--- config.mk ---
export PLATFORM = sky130hd
export DESIGN_NAME = register_file_2r1w_flat
export DESIGN_NICKNAME = d
export VERILOG_FILES = /design/src/rtl/register_file_2r1w_if.sv /design/src/rtl/register_file_2r1w.sv /design/src/flat_wrapper.sv
export SDC_FILE = /design/constraint.sdc
export NUM_CORES = 2
export LEC_CHECK = 0
export BUFFER_PORTS_ARGS = -buffer_cell sky130_fd_sc_hd__buf_4
export CAP_MARGIN = 20
export CORE_UTILIZATION = 30
export DETAILED_ROUTE_END_ITERATION = 16
export PLACE_DENSITY = 0.42
export SYNTH_ARGS = -nofsm -noshare
export SYNTH_HDL_FRONTEND = slang
export SYNTH_SLANG_ARGS = --single-unit
export TNS_END_PERCENT = 1
--- constraint.sdc ---
create_clock -name Clk -period 89.6 [get_ports Clk]
set_clock_uncertainty 0.2 [all_clocks]
set_input_delay 17.92 -clock Clk [delete_from_list [all_inputs] [get_ports Clk]]
set_output_delay 17.92 -clock Clk [all_outputs]
set_load 0.01 [all_outputs]
--- src/rtl/register_file_2r1w_if.sv ---
// Bus bundle for register_file_2r1w: one write port and two read ports.
// The master side (datapath) drives addresses, write data and byte enables;
// the slave side (register file) returns registered read data and the
// out-of-range write flag.
interface register_file_2r1w_if #(
    parameter int DATA_W = 32,
    parameter int ADDR_W = 5
);
    logic                  WE;
    logic [ADDR_W-1:0]     WrAddr;
    logic [DATA_W-1:0]     WrData;
    logic [DATA_W/8-1:0]   ByteEn;
    logic [ADDR_W-1:0]     RdAddr1;
    logic [ADDR_W-1:0]     RdAddr2;
    logic [DATA_W-1:0]     Dout1;
    logic [DATA_W-1:0]     Dout2;
    logic                  WrErr;

    modport master (
        output WE, WrAddr, WrData, ByteEn, RdAddr1, RdAddr2,
        input  Dout1, Dout2, WrErr
    );

    modport slave (
        input  WE, WrAddr, WrData, ByteEn, RdAddr1, RdAddr2,
        output Dout1, Dout2, WrErr
    );
endinterface

--- src/rtl/register_file_2r1w.sv ---
// register_file_2r1w: DEPTH x DATA_W register file, one byte-masked write
// port, two registered read ports (1-cycle latency).
// Optional macro REGFILE_BYPASS_EN: when defined, a read of the address being
// written on the same edge returns the merged (write-first) value; otherwise
// the pre-write value is returned (read-first).
// Entry 0 is hardwired to zero when ZERO_REG=1. Addresses >= DEPTH read as 0,
// drop writes and raise WrErr for one cycle.
module register_file_2r1w #(
    parameter int DATA_W   = 32,
    parameter int ADDR_W   = 5,
    parameter int DEPTH    = 32,
    parameter int ZERO_REG = 1
) (
    input logic              Clk,
    input logic              Rst,
    register_file_2r1w_if.slave bus
);
    localparam int BYTES = DATA_W / 8;
    // Storage is rounded up to a power of two so the entry index is a plain
    // slice of the address; slots at or above DEPTH are never written or read.
    localparam int IDX_W = (DEPTH > 1) ? $clog2(DEPTH) : 1;
    localparam int SLOTS = 2 ** IDX_W;
    localparam logic [ADDR_W:0] DEPTH_LIM = (ADDR_W + 1)'(DEPTH);

    logic [DATA_W-1:0] mem [SLOTS];

    logic [DATA_W-1:0] byte_mask;
    logic              wr_any;
    logic              wr_live;
    logic              wr_oor;
    logic [DATA_W-1:0] stored_w;
    logic [DATA_W-1:0] merged_w;
    logic [DATA_W-1:0] rd1_next;
    logic [DATA_W-1:0] rd2_next;

    function automatic logic in_range(input logic [ADDR_W-1:0] a);
        return ({1'b0, a} < DEPTH_LIM);
    endfunction

    // An address is "live" when it maps to a real, writable entry.
    function automatic logic addr_live(input logic [ADDR_W-1:0] a);
        logic hard_zero;
        hard_zero = (ZERO_REG != 0) && (a == '0);
        return in_range(a) && !hard_zero;
    endfunction

    function automatic logic [IDX_W-1:0] to_idx(input logic [ADDR_W-1:0] a);
        return a[IDX_W-1:0];
    endfunction

    // Expand per-byte enables into a bit mask over the data word.
    always_comb begin
        byte_mask = '0;
        for (int unsigned i = 0; i < BYTES; i++) begin
            byte_mask[8*i +: 8] = {8{bus.ByteEn[i]}};
        end
    end

    // Write qualification, error detection and merged write value.
    always_comb begin
        wr_any   = |bus.ByteEn;
        wr_live  = bus.WE && wr_any && addr_live(bus.WrAddr);
        wr_oor   = bus.WE && wr_any && !in_range(bus.WrAddr);
        stored_w = mem[to_idx(bus.WrAddr)];
        merged_w = (stored_w & ~byte_mask) | (bus.WrData & byte_mask);
    end

    // Next read data for both ports; dead addresses read as zero.
    always_comb begin
        rd1_next = addr_live(bus.RdAddr1) ? mem[to_idx(bus.RdAddr1)] : '0;
        rd2_next = addr_live(bus.RdAddr2) ? mem[to_idx(bus.RdAddr2)] : '0;
`ifdef REGFILE_BYPASS_EN
        // wr_live already excludes hardwired-zero and out-of-range addresses.
        if (wr_live && (bus.RdAddr1 == bus.WrAddr)) begin
            rd1_next = merged_w;
        end
        if (wr_live && (bus.RdAddr2 == bus.WrAddr)) begin
            rd2_next = merged_w;
        end
`endif
    end

    // Storage update, registered read outputs and error flag.
    always_ff @(posedge Clk or posedge Rst) begin
        if (Rst) begin
            for (int unsigned i = 0; i < SLOTS; i++) begin
                mem[i] <= '0;
            end
            bus.Dout1 <= '0;
            bus.Dout2 <= '0;
            bus.WrErr <= 1'b0;
        end else begin
            if (wr_live) begin
                mem[to_idx(bus.WrAddr)] <= merged_w;
            end
            bus.Dout1 <= rd1_next;
            bus.Dout2 <= rd2_next;
            bus.WrErr <= wr_oor;
        end
    end
endmodule

--- src/flat_wrapper.sv ---
// flat-port wrapper written by rule: the top's interface ports become plain ports
module register_file_2r1w_flat 
#(
    parameter int DATA_W   = 32,
    parameter int ADDR_W   = 5,
    parameter int DEPTH    = 32,
    parameter int ZERO_REG = 1
)
  (Clk, Rst, bus_WE, bus_WrAddr, bus_WrData, bus_ByteEn, bus_RdAddr1, bus_RdAddr2, bus_Dout1, bus_Dout2, bus_WrErr);
  register_file_2r1w_if #(.DATA_W(DATA_W), .ADDR_W(ADDR_W)) bus_i ();
  input logic Clk;
  input logic Rst;
  input wire logic [$bits(bus_i.WE)-1:0] bus_WE;
  input wire logic [$bits(bus_i.WrAddr)-1:0] bus_WrAddr;
  input wire logic [$bits(bus_i.WrData)-1:0] bus_WrData;
  input wire logic [$bits(bus_i.ByteEn)-1:0] bus_ByteEn;
  input wire logic [$bits(bus_i.RdAddr1)-1:0] bus_RdAddr1;
  input wire logic [$bits(bus_i.RdAddr2)-1:0] bus_RdAddr2;
  output wire logic [$bits(bus_i.Dout1)-1:0] bus_Dout1;
  output wire logic [$bits(bus_i.Dout2)-1:0] bus_Dout2;
  output wire logic [$bits(bus_i.WrErr)-1:0] bus_WrErr;
  assign bus_i.WE = bus_WE;
  assign bus_i.WrAddr = bus_WrAddr;
  assign bus_i.WrData = bus_WrData;
  assign bus_i.ByteEn = bus_ByteEn;
  assign bus_i.RdAddr1 = bus_RdAddr1;
  assign bus_i.RdAddr2 = bus_RdAddr2;
  assign bus_Dout1 = bus_i.Dout1;
  assign bus_Dout2 = bus_i.Dout2;
  assign bus_WrErr = bus_i.WrErr;
  register_file_2r1w #(.DATA_W(DATA_W), .ADDR_W(ADDR_W), .DEPTH(DEPTH), .ZERO_REG(ZERO_REG)) u_core (.Clk(Clk), .Rst(Rst), .bus(bus_i));
endmodule
# == Word level (Yosys, flattened, before mapping) ==
# Cells that the tools add are included.
# classes
n_shift,0
multipliers,0
div,0
n_eq_ne,0
n_lt_le_gt_ge,4
n_bitwise,7
addsub,0
mux,14
n_reduce_logical,8
# op_table
cell,n
$bwmux 1024,1
$bmux 32 s5,3
$mux 32,9
$demux 32 s5,1
$and 32x32->32,2
$not 32->32,1
$or 32x32->32,1
$ge 6x6->1 const B,3
$not 5->6,3
$logic_not 5->1,3
$lt 6x1->1 const B,1
$reduce_or 4->1,1
$logic_and 1x1->1,3
$logic_not 1->1,1
# totals
memories,0
romBits,0
mem_bits_rw,0
elab_cells,67
in_bits,54
reg_bits,1088
latch_bits,0
out_inout_bits,65

# == Depth between registers and ports, before layout ==
# logic_depth
depth_word,7
mapped_depth,11
depth_no_buf,5

# == Worst setup path after synthesis ==
# No wires, ideal clock.
# synth_path
path_type,input-to-reg
from,input port bus_RdAddr2[0]
to,register u_core.bus.Dout2[0]
path_slack_ns,69.216
setup_ns,0.118
arrival_ns,20.065
stages,6
n_path_buf,3
t_required_ns,89.282
cell_sequence,clkbuf_1 -> clkbuf_1 -> buf_1 -> mux4_2 -> mux4_2 -> a21o_1
# synth_between
elab_chain_len,5
word_cells_on_any_way,6
cone_classes,mux: 4; bitwise: 1; reduce/logical: 1
# synth_rtl
element,line_no,text
start: declaration,flat_wrapper.sv:18,input wire logic [$bits(bus_i.RdAddr2)-1:0] bus_RdAddr2;
$not 5->6 (implied by the code),register_file_2r1w.sv:71,rd2_next = addr_live(bus.RdAddr2) ? mem[to_idx(bus.RdAddr2)] : '0;
$bmux 32 s5,register_file_2r1w.sv:71,
$mux 32 (implied by the code) (2 in a row),register_file_2r1w.sv:71,
$mux 32 (*),register_file_2r1w.sv:71,
named net u_core.rd2_next[0],register_file_2r1w.sv:34,logic [DATA_W-1:0] rd2_next;
end signal: assignment,register_file_2r1w.sv:97,bus.Dout2 <= rd2_next;
end: declaration,register_file_2r1w_if.sv:26,"output Dout1, Dout2, WrErr"
# Mark *: on every way through the listed nets, which the timed path passes. The rest lies on a longest branch. The select of a mux whose other input is x is not followed.
# A chain may end at the register's enable or synchronous reset.

# == Worst setup path in the final report ==
# layout_path
from,input port bus_WrAddr[1]
to,register u_core.mem[337] in the netlist's numbering
# layout_between
elab_chain_len,7
word_cells_on_any_way,15
cone_classes,order compare: 2; mux: 6; bitwise: 3; reduce/logical: 4
# layout_rtl
element,line_no,text
start: declaration,flat_wrapper.sv:14,input wire logic [$bits(bus_i.WrAddr)-1:0] bus_WrAddr;
$not 5->6 (implied by the code),"register_file_2r1w.sv:64, register_file_2r1w.sv:94",
$bmux 32 s5,register_file_2r1w.sv:64,stored_w = mem[to_idx(bus.WrAddr)];
$mux 32 (implied by the code) (2 in a row),register_file_2r1w.sv:64,
$and 32x32->32,register_file_2r1w.sv:65,merged_w = (stored_w & ~byte_mask) | (bus.WrData & byte_mask);
$or 32x32->32,register_file_2r1w.sv:65,
$bwmux 1024,register_file_2r1w.sv:94,mem[to_idx(bus.WrAddr)] <= merged_w;
end signal: indexed assignment,register_file_2r1w.sv:94,
end: declaration,register_file_2r1w.sv:25,logic [DATA_W-1:0] mem [SLOTS];
# Several ways; a longest one is shown, not always the timed one. The select of a mux whose other input is x is not followed.

==> results_tabular.tex <==
\begin{tabular}{lr}
\hline
Metric & Value \\
\hline
\multicolumn{2}{l}{\textbf{Outcome}} \\
\quad Result of the run & completed \\
\multicolumn{2}{l}{\textbf{Clocking}} \\
\quad Number of resized instances in the post-cts repair step & 0 \\
\quad TritonCTS Buffers & 138 \\
\quad Count of H-tree levels built during CTS & 4 \\
\quad Total clock sinks & 1088 \\
\quad CTS tree & built \\
\quad Number of buffers added to fix hold violations after cts & 0 \\
\quad Clock Tree Buf Depth & 3 \\
\quad CTS root buf & clkbuf\_16 \\
\quad Post-CTS repair timing setup buffer count & 0 \\
\quad Clock latency of the later-clocked register in the worst-skew pair & roughly 0.8 ns \\
\quad Clock Pin Slew Worst Setup and Hold Paths & approximately 0.06 ns \\
\multicolumn{2}{l}{\textbf{Critical path}} \\
\quad R2r setup slk & between 80 and 90 ns \\
\quad Data arrival time of the worst path & 22.15 ns \\
\quad Required time reported for the critical path endpoint & 90.06 ns \\
\quad Startpoint type of the worst setup path & input pin \\
\quad Path depth of the worst reg2reg path & 6 \\
\quad Beginning of the worst register-to-register path & u\_core.mem[404] \\
\quad Critical Path Sink Type & flip-flop \\
\quad Termination of the worst setup path & u\_core.mem[337] \\
\quad Critical Path Start & bus\_WrAddr[1] \\
\quad Capturing point of the worst reg2reg path & u\_core.mem[180] \\
\quad Critical setup path kind & input pin to flip-flop \\
\quad Highest net fanout along the worst path & 106 \\
\multicolumn{2}{l}{\textbf{Cells and area}} \\
\quad Final core utilization & 34.25\% \\
\quad Net count reported at finish & between 4000 and 5000 \\
\quad Fraction of final layout cells with drive strength greater than 1 & 40.56\% \\
\quad Filler cell count in the final layout & 20680 \\
\quad Final std cells w/o fill & approximately 7500 \\
\quad Area added between synthesis and finish & 12.97\% \\
\multicolumn{2}{l}{\textbf{Route}} \\
\quad Drt pass-1 iters & 5 \\
\quad Post-route ant nets & 0 \\
\quad Remaining routing DRC violations & 0 \\
\quad Starting DRT DRC Count & a little under 4000 \\
\quad Total routed wirelength & approximately 260000 um \\
\quad Per-cell routed wire length & 35.16 um \\
\quad Vias & between 40000 and 50000 \\
\quad Avg Vias per Cell & around 6 \\
\multicolumn{2}{l}{\textbf{Timing}} \\
\quad Post-route setup TNS & 0 ns \\
\quad Fin. Hold Viols & 0 \\
\quad Slew @ Worst Pin & 1.218 ns \\
\quad Number of failing setup endpoints in the final timing report & 0 \\
\quad Final slew viol count & 0 \\
\quad Achievable Freq & $\sim$46 MHz \\
\quad Portion of the clock cycle consumed by the worst path in the final layout & 24.20\% \\
\quad Max-slew headroom & between 10\% and 20\% \\
\quad Tmin final & 21.68 ns \\
\quad Unrepaired setup endpoints after global routing & no \\
\multicolumn{2}{l}{\textbf{Die}} \\
\quad Die Ht & 463.4 um \\
\quad Overall die width & 463.4 um \\
\quad Starting density of the core & a little under a third \\
\quad Core Rows & 168 \\
\quad Floorplan die area & around 210000 um\^{}2 \\
\quad Std-Cell Core Area & 210600 um\^{}2 \\
\quad I/O pin total & 119 \\
\multicolumn{2}{l}{\textbf{Placement}} \\
\quad Cell Count Post-Placement & a little over 7000 \\
\quad Port Buffer Count & 117 \\
\quad Final RePlAce weighted congestion & between 0.7 and 0.8 \\
\quad Detailed Place HPWL & between 150000 and 200000 um \\
\multicolumn{2}{l}{\textbf{Yosys}} \\
\quad FFs w/ async S/R, synth & 100.0\% \\
\quad Primary flip-flop cell chosen by synthesis mapping & dfrtp\_1 \\
\quad Number of enable flip-flop cells after synthesis & 0 \\
\quad Number of distinct library cells after synthesis & 56 \\
\quad Fraction of the yosys area taken by sequential cells & 42.64\% \\
\quad Syn Nets & between 4000 and 5000 \\
\quad Syn Area/Cell & 13.59 um\^{}2 \\
\quad FF+latch count, synth & 1088 \\
\quad Summed instance area of the synthesized netlist & 63860 um\^{}2 \\
\quad Syn Inst Count & 4700 \\
\quad Ys Warns & 0 \\
\multicolumn{2}{l}{\textbf{Global route}} \\
\quad Initial antenna violation count & 10 \\
\quad Maximum number of pins on one net before global-route repair & 113 \\
\quad Global-route wire length before repair & 370700 um \\
\quad Vias in the first global route & 44770 \\
\quad Final global-route overflow total & 0 \\
\quad Tot GR Track Use & $\sim$24\% \\
\multicolumn{2}{l}{\textbf{Flow run}} \\
\quad Max-capacitance violation count & 0 \\
\multicolumn{2}{l}{\textbf{Pwr}} \\
\quad Worst-case vdd ir drop & 0.00001519 V \\
\quad Total power density per cell area & 22.43 nW/um\^{}2 \\
\quad Reported leakage power & 31.14 nW \\
\multicolumn{2}{l}{\textbf{Min path}} \\
\quad Kind of path behind the tightest hold check & flip-flop to flip-flop \\
\hline
\end{tabular}
==> how the worst min path moves through the flow <==
stage                     startpoint          endpoint  slack (ns)  cells past startpoint
floorplan           u_core.mem[1001]  u_core.mem[1001]        0.26                      1
global placement    u_core.mem[1018]  u_core.mem[1018]        0.20                      0
detailed placement   u_core.mem[994]   u_core.mem[994]        0.21                      0
CTS                 u_core.mem[1008]  u_core.mem[1008]        0.22                      0
finish              u_core.mem[1011]  u_core.mem[1011]        0.21                      0
global route        u_core.mem[1014]  u_core.mem[1014]        0.23                      0
==> area by class of cell <==
class	instances	area, um^2	area share [%]
clock buffers	205	4105	5.691
inverters	27	108.9	0.1509
flip-flops and latches	1088	27230	37.74
multi-input cells	3050	34380	47.67
clock inverters	39	491.7	0.6817
repair buffers	275	2306	3.197
well taps	2805	3510	4.865
diodes	2	5.005	0.006938
==> logic make-up (layout without fill, tap and decap cells) <==
family	after synthesis	in the layout	synth area share, %
mux	1871	1871	42.95
other cells	1	3	0.005873
compound gates	684	684	6.768
simple gates	494	494	3.519
buf+inv	562	546	4.119
flops	1088	1088	42.64
==> state kept, by name (all words and copies together) (netlist names) <==
signal            cells
u_core.bus.Dout1     32
u_core.mem         1024
u_core.bus.Dout2     32
==> power breakdown <==
part	internal [mW]	leakage (nW)	switching (mW)	total, mW
registers	0.584	14.4	0.0897	0.674
clock network	0.345	2.27	0.232	0.577
logic	0.199	14.4	0.168	0.367
total	1.13	31.1	0.489	1.62
==> per-stage QoR <==
step / hold slack [ns] / instance area (um^2) / power, mW / setup slack, ns
2_1_floorplan: 0.2580 / 63860 / 0.9227 / 40.85
3_3_place_gp: 0.2010 / 67310 / 1.039 / 67.09
3_5_place_dp: 0.2051 / 67460 / 1.047 / 67.03
4_1_cts: 0.2180 / 72060 / 1.633 / 67.91
5_1_grt: 0.2343 / 72130 / 1.693 / 67.41
6_report: 0.2128 / 72140 / 1.618 / 67.92
==> worst max-delay path: stages <==
cell	delay (ns)
buf_8	0.43
buf_12	0.55
buf_4	0.87
mux2i_1	0.32
o22ai_1	0.12
nor4_1	0.49
a32oi_2	0.39
buf_4	0.32
mux2_2	0.28
==> synthesized netlist by cell type, types with 2 or more instances <==
library cell / number / area [um^2]
o21ai_1: 3 / 15.01
o22ai_1: 206 / 1289
a2111oi_0: 5 / 43.79
buf_2: 142 / 710.7
a21o_1: 64 / 480.5
or4b_1: 2 / 20.02
a22oi_1: 78 / 585.6
nand2_1: 316 / 1186
nand4bb_1: 5 / 56.30
nand2b_1: 4 / 25.02
buf_4: 39 / 292.8
mux4_2: 624 / 14050
a32oi_1: 10 / 87.58
nor3_1: 8 / 40.04
a32oi_2: 13 / 211.5
buf_6: 24 / 270.3
or3_1: 14 / 87.58
clkbuf_1: 262 / 983.4
nor4_1: 27 / 168.9
mux2_2: 713 / 8029
and3_1: 2 / 12.51
a22o_1: 3 / 26.28
dfrtp_1: 1088 / 27230
mux2i_1: 534 / 5345
inv_1: 27 / 101.4
o311ai_0: 5 / 43.79
nand4b_1: 2 / 17.52
buf_1: 55 / 206.5
nor2_1: 45 / 168.9
o211ai_1: 3 / 22.52
o21ai_0: 281 / 1406
and3b_1: 3 / 26.28
and2_1: 2 / 12.51
nor3b_2: 2 / 25.02
nand3_1: 25 / 125.1
or2_2: 3 / 18.77
a211oi_1: 7 / 52.55
nor2b_1: 17 / 106.4
clkbuf_2: 13 / 65.06
or4_1: 8 / 60.06
==> layer usage <==
| metal | share of wire, % | vias to the layer above | GRT usage, % |
|---|---|---|---|
| met2 | 47 | 1575 | 38.75 |
| li1 | - | 18000 | - |
| met3 | 5.7 | 389 | 3.767 |
| met1 | 44 | 23950 | 34.00 |
| met5 | 0 | - | 0 |
| met4 | 3.3 | 0 | 7.918 |
==> placed cells by master, fill, tap and decap left out, types with 27 or more instances in the layout <==
master / instances
nand2_1: 312
dfrtp_1: 1088
o22ai_1: 199
mux2_2: 713
nor4_1: 27
buf_4: 253
clkbuf_1: 36
clkbuf_16: 146
o21ai_0: 281
a22oi_1: 78
a21o_1: 64
mux4_2: 624
mux2i_1: 534
(Power assumes the default switching activity.)
